[src/rtl/smc_soc_cpu_oci_pkg.sv]
// ---------------------------------------------------------------------------
// smc_soc_cpu_oci_pkg
//   Shared constants and types for the OCI direction/condition trace (DCT)
//   packer: frame geometry, frame type codes, packer state enum and the
//   frame layout struct.
//
//   Optional feature macro: SMC_OCI_DCT_TIMESTAMP_EN
//     When defined, every frame carries a TS_W-bit timestamp in its most
//     significant bits and FRAME_W grows by TS_W.
// ---------------------------------------------------------------------------
package smc_soc_cpu_oci_pkg;

  localparam int DCT_SLOTS = 15;                  // codes per frame
  localparam int CODE_W    = 2;                   // bits per trace code
  localparam int TS_W      = 16;                  // timestamp width
  localparam int BUF_W     = DCT_SLOTS * CODE_W;  // 30-bit shift buffer
  localparam int CNT_W     = 4;                   // holds 0..15
  localparam int TYPE_W    = 4;

  localparam logic [TYPE_W-1:0] DCT_T_NORM = 4'h1;
  localparam logic [TYPE_W-1:0] DCT_T_OVF  = 4'h9;
  localparam logic [CNT_W-1:0]  DCT_FULL   = CNT_W'(DCT_SLOTS);

`ifdef SMC_OCI_DCT_TIMESTAMP_EN
  localparam int FRAME_W = TS_W + TYPE_W + CNT_W + BUF_W;
`else
  localparam int FRAME_W = TYPE_W + CNT_W + BUF_W;
`endif

  typedef enum logic [1:0] {
    IDLE    = 2'd0,
    COLLECT = 2'd1,
    DRAIN   = 2'd2
  } dct_state_e;

  // Field order is MSB first: timestamp (optional), type, count, buffer.
  typedef struct packed {
`ifdef SMC_OCI_DCT_TIMESTAMP_EN
    logic [TS_W-1:0]   ts;
`endif
    logic [TYPE_W-1:0] ftype;
    logic [CNT_W-1:0]  count;
    logic [BUF_W-1:0]  buffer;
  } dct_frame_t;

  // Frame type reflects whether any code was lost since the last frame.
  function automatic logic [TYPE_W-1:0] dct_frame_type(input logic ovf);
    return ovf ? DCT_T_OVF : DCT_T_NORM;
  endfunction

endpackage

[src/rtl/smc_soc_cpu_oci_dct_outreg.sv]
// ---------------------------------------------------------------------------
// smc_soc_cpu_oci_dct_outreg
//   One-entry valid/ready output register for completed DCT frames.
//   A frame is loaded only when the slot is free; the slot becomes free in
//   the same cycle the held frame is accepted, so back-to-back frames run
//   without a bubble.
//
//   Ports
//     clk          in   clock, rising edge
//     reset_n      in   synchronous reset, active-low (discards held frame)
//     i_load       in   load i_frame this cycle (only while o_slot_free)
//     i_frame      in   frame to load
//     i_ready      in   downstream accepts when o_valid & i_ready
//     o_valid      out  o_frame holds an un-accepted frame
//     o_frame      out  held frame, stable while o_valid & !i_ready
//     o_slot_free  out  a new frame may be loaded this cycle
// ---------------------------------------------------------------------------
module smc_soc_cpu_oci_dct_outreg
  import smc_soc_cpu_oci_pkg::*;
(
  input  logic       clk,
  input  logic       reset_n,
  input  logic       i_load,
  input  dct_frame_t i_frame,
  input  logic       i_ready,
  output logic       o_valid,
  output dct_frame_t o_frame,
  output logic       o_slot_free
);

  logic       r_valid;
  dct_frame_t r_frame;

  always_ff @(posedge clk) begin
    if (!reset_n) begin
      r_valid <= 1'b0;
      r_frame <= '0;
    end else if (i_load) begin
      r_valid <= 1'b1;
      r_frame <= i_frame;
    end else if (i_ready) begin
      r_valid <= 1'b0;
    end
  end

  assign o_valid     = r_valid;
  assign o_frame     = r_frame;
  assign o_slot_free = !r_valid || i_ready;

endmodule

[src/rtl/smc_soc_cpu_oci_dct_packer.sv]
// ---------------------------------------------------------------------------
// smc_soc_cpu_oci_dct_packer
//   Packs 2-bit direction/condition trace codes from the Nios II OCI into
//   30-bit DCT frames (15 codes each) and hands completed frames to the trace
//   memory writer over a valid/ready port. The live buffer/count pair is
//   exposed for the OCI test-bench monitor.
//
//   Optional feature macro: SMC_OCI_DCT_TIMESTAMP_EN
//     Adds a free-running 16-bit cycle counter whose value is stamped into
//     frame_data[53:38] at emit time (frame_data becomes 54 bits).
//
//   Ports
//     clk          in   1    clock, rising edge
//     reset_n      in   1    synchronous reset, active-low
//     trc_on       in   1    trace enable; codes ignored while 0
//     code_valid   in   1    dct_code valid this cycle
//     dct_code     in   2    trace code
//     flush        in   1    pulse: emit the partial frame
//     dct_buffer   out  30   live shift buffer, newest code in [1:0]
//     dct_count    out  4    codes in dct_buffer (0..15)
//     frame_valid  out  1    frame_data holds an un-accepted frame
//     frame_ready  in   1    downstream accept
//     frame_data   out  38/54 {[ts,] type, count, buffer}
//     overflow     out  1    sticky: a code was dropped since last emit
// ---------------------------------------------------------------------------
module smc_soc_cpu_oci_dct_packer
  import smc_soc_cpu_oci_pkg::*;
(
  input  logic               clk,
  input  logic               reset_n,
  input  logic               trc_on,
  input  logic               code_valid,
  input  logic [CODE_W-1:0]  dct_code,
  input  logic               flush,
  output logic [BUF_W-1:0]   dct_buffer,
  output logic [CNT_W-1:0]   dct_count,
  output logic               frame_valid,
  input  logic               frame_ready,
  output logic [FRAME_W-1:0] frame_data,
  output logic               overflow
);

  dct_state_e       r_state, w_state_next;
  logic [BUF_W-1:0] r_buffer, w_buffer_next;
  logic [CNT_W-1:0] r_count, w_count_next;
  logic             r_overflow, w_overflow_next;
  logic             r_flush_pend, w_flush_pend_next;
  logic             r_trc_on_d;

  logic             w_cap;
  logic             w_full;
  logic             w_slot_free;
  logic             w_emit;
  logic             w_drop;
  logic             w_drain_req;
  dct_frame_t       w_frame;
  dct_frame_t       w_frame_out;

`ifdef SMC_OCI_DCT_TIMESTAMP_EN
  logic [TS_W-1:0]  r_ts;

  // Free-running; natural 16-bit wrap.
  always_ff @(posedge clk) begin
    if (!reset_n) begin
      r_ts <= '0;
    end else begin
      r_ts <= r_ts + TS_W'(1);
    end
  end
`endif

  assign w_cap       = trc_on && code_valid;
  assign w_full      = (r_count == DCT_FULL);
  // A partial frame is emitted only once a drain is pending and there is
  // something to send; a full buffer always goes out when the slot frees.
  assign w_emit      = (w_full || (r_flush_pend && (r_count != '0))) && w_slot_free;
  assign w_drop      = w_cap && w_full && !w_slot_free;
  // Explicit flush or trace switching off both ask for the tail to be sent.
  assign w_drain_req = flush || (r_trc_on_d && !trc_on);

  // Buffer / count update
  always_comb begin
    w_buffer_next = r_buffer;
    w_count_next  = r_count;
    if (w_emit) begin
      // The emitted frame takes the old contents; a code in this cycle
      // becomes the first entry of the next frame.
      if (w_cap) begin
        w_buffer_next = {{(BUF_W-CODE_W){1'b0}}, dct_code};
        w_count_next  = CNT_W'(1);
      end else begin
        w_buffer_next = '0;
        w_count_next  = '0;
      end
    end else if (w_cap && !w_full) begin
      w_buffer_next = {r_buffer[BUF_W-CODE_W-1:0], dct_code};
      w_count_next  = r_count + CNT_W'(1);
    end
  end

  // Drop and emit are mutually exclusive (a drop needs a busy slot), so
  // the emit clear never hides a same-cycle drop.
  always_comb begin
    w_overflow_next = r_overflow;
    if (w_drop) begin
      w_overflow_next = 1'b1;
    end else if (w_emit) begin
      w_overflow_next = 1'b0;
    end
  end

  // A drain request is remembered only if the buffer will hold codes after
  // this edge; an empty buffer makes the request a no-op.
  always_comb begin
    w_flush_pend_next = r_flush_pend;
    if (w_emit || (r_count == '0)) begin
      w_flush_pend_next = 1'b0;
    end
    if (w_drain_req && (w_count_next != '0)) begin
      w_flush_pend_next = 1'b1;
    end
  end

  // Packer FSM next-state
  always_comb begin
    w_state_next = r_state;
    unique case (r_state)
      IDLE: begin
        if (trc_on) begin
          w_state_next = COLLECT;
        end
      end
      COLLECT: begin
        if (w_drain_req) begin
          w_state_next = DRAIN;
        end
      end
      DRAIN: begin
        if (w_emit || !r_flush_pend) begin
          w_state_next = trc_on ? COLLECT : IDLE;
        end
      end
      default: w_state_next = IDLE;
    endcase
  end

  always_ff @(posedge clk) begin
    if (!reset_n) begin
      r_state      <= IDLE;
      r_buffer     <= '0;
      r_count      <= '0;
      r_overflow   <= 1'b0;
      r_flush_pend <= 1'b0;
      r_trc_on_d   <= 1'b0;
    end else begin
      r_state      <= w_state_next;
      r_buffer     <= w_buffer_next;
      r_count      <= w_count_next;
      r_overflow   <= w_overflow_next;
      r_flush_pend <= w_flush_pend_next;
      r_trc_on_d   <= trc_on;
    end
  end

  // Frame assembled from the pre-edge buffer state.
  always_comb begin
    w_frame        = '0;
    w_frame.ftype  = dct_frame_type(r_overflow);
    w_frame.count  = r_count;
    w_frame.buffer = r_buffer;
`ifdef SMC_OCI_DCT_TIMESTAMP_EN
    w_frame.ts     = r_ts;
`endif
  end

  smc_soc_cpu_oci_dct_outreg u_outreg (
    .clk         (clk),
    .reset_n     (reset_n),
    .i_load      (w_emit),
    .i_frame     (w_frame),
    .i_ready     (frame_ready),
    .o_valid     (frame_valid),
    .o_frame     (w_frame_out),
    .o_slot_free (w_slot_free)
  );

  assign frame_data = w_frame_out;
  assign dct_buffer = r_buffer;
  assign dct_count  = r_count;
  assign overflow   = r_overflow;

endmodule

[config.mk]
export PLATFORM = sky130hd
export DESIGN_NAME = smc_soc_cpu_oci_dct_packer
export DESIGN_NICKNAME = d
export VERILOG_FILES = /design/src/rtl/smc_soc_cpu_oci_pkg.sv /design/src/rtl/smc_soc_cpu_oci_dct_outreg.sv /design/src/rtl/smc_soc_cpu_oci_dct_packer.sv
export SDC_FILE = /design/constraint.sdc
export NUM_CORES = 1
export LEC_CHECK = 0
export BUFFER_PORTS_ARGS = -buffer_cell sky130_fd_sc_hd__clkbuf_2
export CAP_MARGIN = 5
export CORE_ASPECT_RATIO = 0.75
export CORE_MARGIN = 5
export CORE_UTILIZATION = 54
export CTS_BUF_LIST = sky130_fd_sc_hd__clkbuf_4
export DETAILED_ROUTE_END_ITERATION = 6
export GPL_TIMING_DRIVEN = 0
export HOLD_SLACK_MARGIN = 0.1
export PLACE_DENSITY_LB_ADDON = 0.1
export SYNTH_ARGS = -nofsm -noshare
export SYNTH_HDL_FRONTEND = slang
export SYNTH_SLANG_ARGS = --single-unit
[constraint.sdc]
create_clock -name clk -period 1.95 [get_ports clk]
set_input_delay 0.585 -clock clk [delete_from_list [all_inputs] [get_ports clk]]
set_output_delay 0.585 -clock clk [all_outputs]
set_load 0.02 [all_outputs]
---- Yosys cells after proc, flatten, opt, wreduce, memory -nomap -nowiden ----
Cells that the tools add are included.
word-level totals
  bits in registers ....................... 76
  word-level logic and storage cells ...... 47
cells by class
  reductions and logical operators ........ 23
  add/subtract/negate cells ............... 1
  eq/ne operators ......................... 1
  multiplexer cells ....................... 13
operators by type and width
  operator               count
  $mux W30               2
  $mux W4                3
  $logic_and A1 B1 Y1    8
  $reduce_bool A2 Y1     4
  $reduce_bool A4 Y1     2
  $mux W1                7
  $add A4 B1 Y4 const B  1
  $eq A4 B4 Y1 const B   1
  $logic_not A1 Y1       4
  $logic_not A4 Y1       1
  $logic_or A1 B1 Y1     4
  $mux W2                1

---- Depth between registers and ports, before layout ----
  depth in word-level cells ............... 8
  gate-level depth with buffers ........... 9
  gate-level depth less buffers ........... 7

---- Modules after synthesis ----
A second synthesis with hierarchy kept.
second synthesis, totals
  cell total of the unflattened synthesis .. 313
  area, all modules ....................... 3014.1 µm²
modules (own cells, without submodules)
  module                      area an instance (µm²)  times used  cells an instance
  smc_soc_cpu_oci_dct_packer  1524.0                  1           186
  smc_soc_cpu_oci_dct_outreg  1490.2                  1           127

---- Least setup slack after synthesis ----
No wires, ideal clock.
  path kind ............................... reg2reg
  start ................................... register r_count[0] (netlist: dct_count[0])
  end ..................................... register r_flush_pend
  required time ........................... 1.820 ns
  arrival time ............................ 1.631 ns
  library setup time ...................... 0.130 ns
  path slack .............................. 0.190 ns
  cell stages (with the launch flop) ...... 7
  buffers on the path ..................... 0
  path through ............................ dfxtp_1 > inv_1 > ha_1 > or4_1 > o21ai_0 > a21o_1 > a31oi_1
on the way
  word-level cells in the longest chain between the ends .. 8
  elaborated cells on any way between the ends .. 16
  those cells by class .................... add/sub (1); eq/ne (1); mux (3); reduce/logical (11)
RTL lines
  item                                                                   line                               text
  start: declaration                                                     smc_soc_cpu_oci_dct_packer.sv:45   logic [CNT_W-1:0] r_count, w_count_next;
  start signal: assignment                                               smc_soc_cpu_oci_dct_packer.sv:158  r_count <= w_count_next;
  parallel branches: the longest is 8 deep, another holds $add A4 B1 Y4  n/a
  end signal: assignment                                                 smc_soc_cpu_oci_dct_packer.sv:160  r_flush_pend <= w_flush_pend_next;
  end: declaration                                                       smc_soc_cpu_oci_dct_packer.sv:47   logic r_flush_pend, w_flush_pend_next;
Several ways; the timed one is not identified.
A chain may end at the register's enable or synchronous reset.

---- Worst setup path after layout ----
  start ................................... register r_count[3] (netlist: dct_count[3])
  end ..................................... output port dct_count[3]
RTL lines
  item              line                              text
  end: declaration  smc_soc_cpu_oci_dct_packer.sv:36  output logic [CNT_W-1:0] dct_count,
No word-level cell between the ends.

==> results list <==
- The worst path uses 92.6% of the clock period.
* Quantity of hold-fixing buffers added after cts: 0
* Starting density of the core: 55.9%
* Die Area: 0.00718 mm2
- Dominant synthesized flop cell: sky130_fd_sc_hd__dfxtp_1
* Post-synth top area share: 49.2%
- DRT iter0 DRCs: 129
- Mean number of vias per cell: 5.08
- Slowest stage cell, crit path: sky130_fd_sc_hd__dfxtp_1
- The cell sitting at the root of the clock tree is a sky130_fd_sc_hd__clkbuf_4.
- The clock arrives with 0.0128 ns of skew.
- The number of antenna violations at the first check in global routing was 0.
- In this run the number of H-tree levels came out at 3.
- The number of max-slew violations in the final report was 0.
- The worst setup path is captured at an output pin.
- The flow ran to the end, and the final reports show no timing, DRC or antenna violations.
- After clock tree synthesis, the clock-pin slew on the worst setup and hold paths is 0.12 ns.
* Max-capacitance violation count: 0
- Logic depth of the worst register-to-register path: 7
- Setup slack of the most critical reg-to-reg path: 0.17 ns
- Destination of the worst hold path: dct_buffer[0]
- Counting instances, the worst hold path has a depth of 3.
- Sequential element share of the synthesized area: 49.2%
- Total power consumption of the routed design: 2.58 mW
- The first global-routing pass estimated 11,300 um of wire.
- Number of cells after detailed placement: 496
* Fin cells: 514
* Wirelength per Cell: 13.7 um
- The number of hold violations in the final report is 0.
- Drt drc: 0
* Clock group share of total power: 35.3%
* Top cells by area, synth: sky130_fd_sc_hd__dfxtp_1, sky130_fd_sc_hd__nand2_1, sky130_fd_sc_hd__a21boi_2
- Summed over all layers, the global routing overflow is 0.
- Avg Cell Area, Syn: 8.82 um2
- Combined buffer and inverter count along the critical path: 1
- In this run the power spent charging and discharging nets is 631 uW.
* Maximum number of pins on one net before global-route repair: 13
- Critical path peak fanout: 9
* Combinational Power Share: 5.5%
- Setup repair after global routing missed its margin: false
- For the final routed database, the setup TNS stands at 0 ns.
- Buffers placed on the I/O ports in this run total 79.
- Broken down by cell family, the worst path's largest delay share belongs to flip-flops.
* CTS sink count: 74
* Antenna cell count: 0
- Cells fill 68.1% of the core in the end.
- Fill cell instance count of the final layout: 491
- The synthesized design spends more area on one cell type than any other, namely sky130_fd_sc_hd__dfxtp_1.
- Across every metal layer, demand over resource in global routing totals 20.5%.
* Most common cell after layout, fill and taps aside: sky130_fd_sc_hd__nand2_1
* Total internal power: 1.95 mW
* Count of state elements after synthesis: 74
- Derived from the worst setup path, the maximum achievable clock frequency is 554 MHz.
- In the final layout, the share of cells above drive strength 1 is 34.2%.
- Final HPWL from detailed placement: 5060 um
- Summed over all layers, the routed wires come to 7050 um.
- Synthesis handed over a netlist of 341 instances.
- Data on the critical path arrives at its endpoint at 1.22 ns.
* Count of cell types in the netlist: 40
- Lkg Pwr: 1.45 nW
* Worst setup SP type: flop
- Commonest non-fill, non-tap cells in the layout: sky130_fd_sc_hd__nand2_1, sky130_fd_sc_hd__clkbuf_2, sky130_fd_sc_hd__dfxtp_1
* YS warnings: 0
- Max stage delay on crit path: 0.56 ns
* Synth async-reset ratio: 0%
- Subtracting the final worst setup slack from the clock period gives 1.80 ns.
- The signal on the critical path passes through clkbuf_2.
* Finish-stage setup viols: 0
* Worst-case clock buffer depth: 2
* Cell Pwr Density: 704 mW/mm2
- 82 I/O pins were placed.
- Summing every instance area after synthesis gives 0.00301 mm2.
- The via count of the first global-routing pass is 2,401.
- The pre-antenna-repair detailed-routing pass consisted of 4 iterations.
* Category of the critical setup timing path: flop to output pin
* Num rows: 23
* Placeable core region: 0.00538 mm2
* Source-to-sink clock delay at the later pin of the worst-skew pair: 0.43 ns
* Die boundary width: 96.2 um
* Fraction of power spent switching nets: 24.5%
- TritonCTS built the clock tree.
- Req. time, crit path: 1.36 ns
- In this run the most critical hold path is launched from dct_code[0].
- Worst r2r dst: dct_count[3]
- The die is 74.7 um tall.
- Clock buffer count from CTS: 9
- Hold WC Path Type: primary input to flop
- The congestion estimate from routability-driven global placement came to 0.821.
- Post-route ant nets: 0
* Final net count: 444
* Layout Area Growth over Synthesis: 21.7%
- Count of flip-flops with a built-in enable after synthesis: 0
- Sequential cells burn 59.3% of the power.
- Across the VDD grid, the largest voltage drop is 0.538 mV.
- The startpoint identified for the worst register-to-register timing path is dct_count[1].
- For this block, the via count after detailed routing is 2,610.
metal layers:
metal  share of wire, %  up-vias  global-route usage [%]
li1                   -     1305                       -
met1                 48     1228                    27.9
met4                1.5        0                    7.57
met5                  0        -                       0
met3                6.0        9                    6.59
met2                 45       68                    30.7
timing repair:
| action | 4_1_cts | 5_1_grt |
|---|---|---|
| setup endpoints to repair | 0 | 63 |
| setup buffers | 0 | 2 |
| gates resized for setup | 0 | 3 |
cell families (layout without fill, tap and decap cells):
group / Yosys count / count (layout) / share of synthesized area [%]
AOI/OAI and AO/OA: 81 / 81 / 20.3
adders and majority gates: 2 / 2 / 0.831
buffers and inverters: 26 / 123 / 6.57
DFF: 74 / 74 / 49.2
muxes: 1 / 1 / 0.333
other: 1 / 2 / 0.125
and+or+nand+nor: 156 / 156 / 22.6
synthesized netlist by cell type, types with 2 or more instances:
library cell / instances
sky130_fd_sc_hd__a21boi_0: 4
sky130_fd_sc_hd__a21boi_1: 10
sky130_fd_sc_hd__a21boi_2: 20
sky130_fd_sc_hd__a21oi_1: 34
sky130_fd_sc_hd__a32oi_1: 2
sky130_fd_sc_hd__and2_1: 2
sky130_fd_sc_hd__buf_2: 4
sky130_fd_sc_hd__buf_4: 5
sky130_fd_sc_hd__buf_6: 5
sky130_fd_sc_hd__buf_8: 2
sky130_fd_sc_hd__clkbuf_1: 6
sky130_fd_sc_hd__dfxtp_1: 74
sky130_fd_sc_hd__ha_1: 2
sky130_fd_sc_hd__inv_1: 3
sky130_fd_sc_hd__nand2_1: 122
sky130_fd_sc_hd__nand2_2: 10
sky130_fd_sc_hd__nand2b_4: 2
sky130_fd_sc_hd__nor2_1: 6
sky130_fd_sc_hd__nor2b_1: 5
sky130_fd_sc_hd__nor3_1: 2
sky130_fd_sc_hd__o21a_1: 2
layout make-up:
type / count / area (um2) / area share [%]
buffer: 23 / 186 / 5.09
clock buffer: 9 / 67.6 / 1.84
clock inverter: 7 / 60.1 / 1.64
inverter: 3 / 11.3 / 0.307
multi-input combinational: 242 / 1340 / 36.5
sequential: 74 / 1480 / 40.5
tap: 75 / 93.8 / 2.56
timing repair buffer: 81 / 423 / 11.5
stage by stage:
step	instance area, um2	hold WS [ns]	setup slack [ns]
2_1_floorplan	3010	0.531	0.190
5_1_grt	3660	0.387	0.0303
4_1_cts	3630	0.396	0.0366
6_report	3660	0.408	0.145
3_5_place_dp	3500	0.445	0.0167
3_3_place_gp	3500	0.441	0.0504
state kept, by name, summed over array words and instances, names as in the netlist:
register          count
overflow              1
u_outreg.o_valid      1
u_outreg.o_frame     36
dct_count             4
dct_buffer           30
r_trc_on_d            1
r_flush_pend          1
how the worst max path moves through the flow:
stage / start / end / slack, ns / depth (start not counted)
6_report: dct_count[3] / dct_count[3] / 0.15 / 1
5_1_grt: dct_count[1] / dct_count[3] / 0.03 / 7
4_1_cts: dct_count[1] / overflow / 0.04 / 7
3_5_place_dp: frame_ready / dct_buffer[4] / 0.02 / 7
3_3_place_gp: frame_ready / dct_buffer[21] / 0.05 / 7
2_1_floorplan: dct_count[0] / r_flush_pend / 0.19 / 6
power by group through the flow:
| stage | combinational, mW | clock [mW] | sequential, mW |
|---|---|---|---|
| after floorplan | 0.0930 | 0 | 1.57 |
| after CTS | 0.141 | 0.926 | 1.53 |
| after global placement | 0.139 | 0 | 1.56 |
| after detailed placement | 0.140 | 0 | 1.56 |
| after global routing | 0.155 | 0.991 | 1.53 |
| final | 0.141 | 0.910 | 1.53 |
Power figures use the tool's default switching activity.
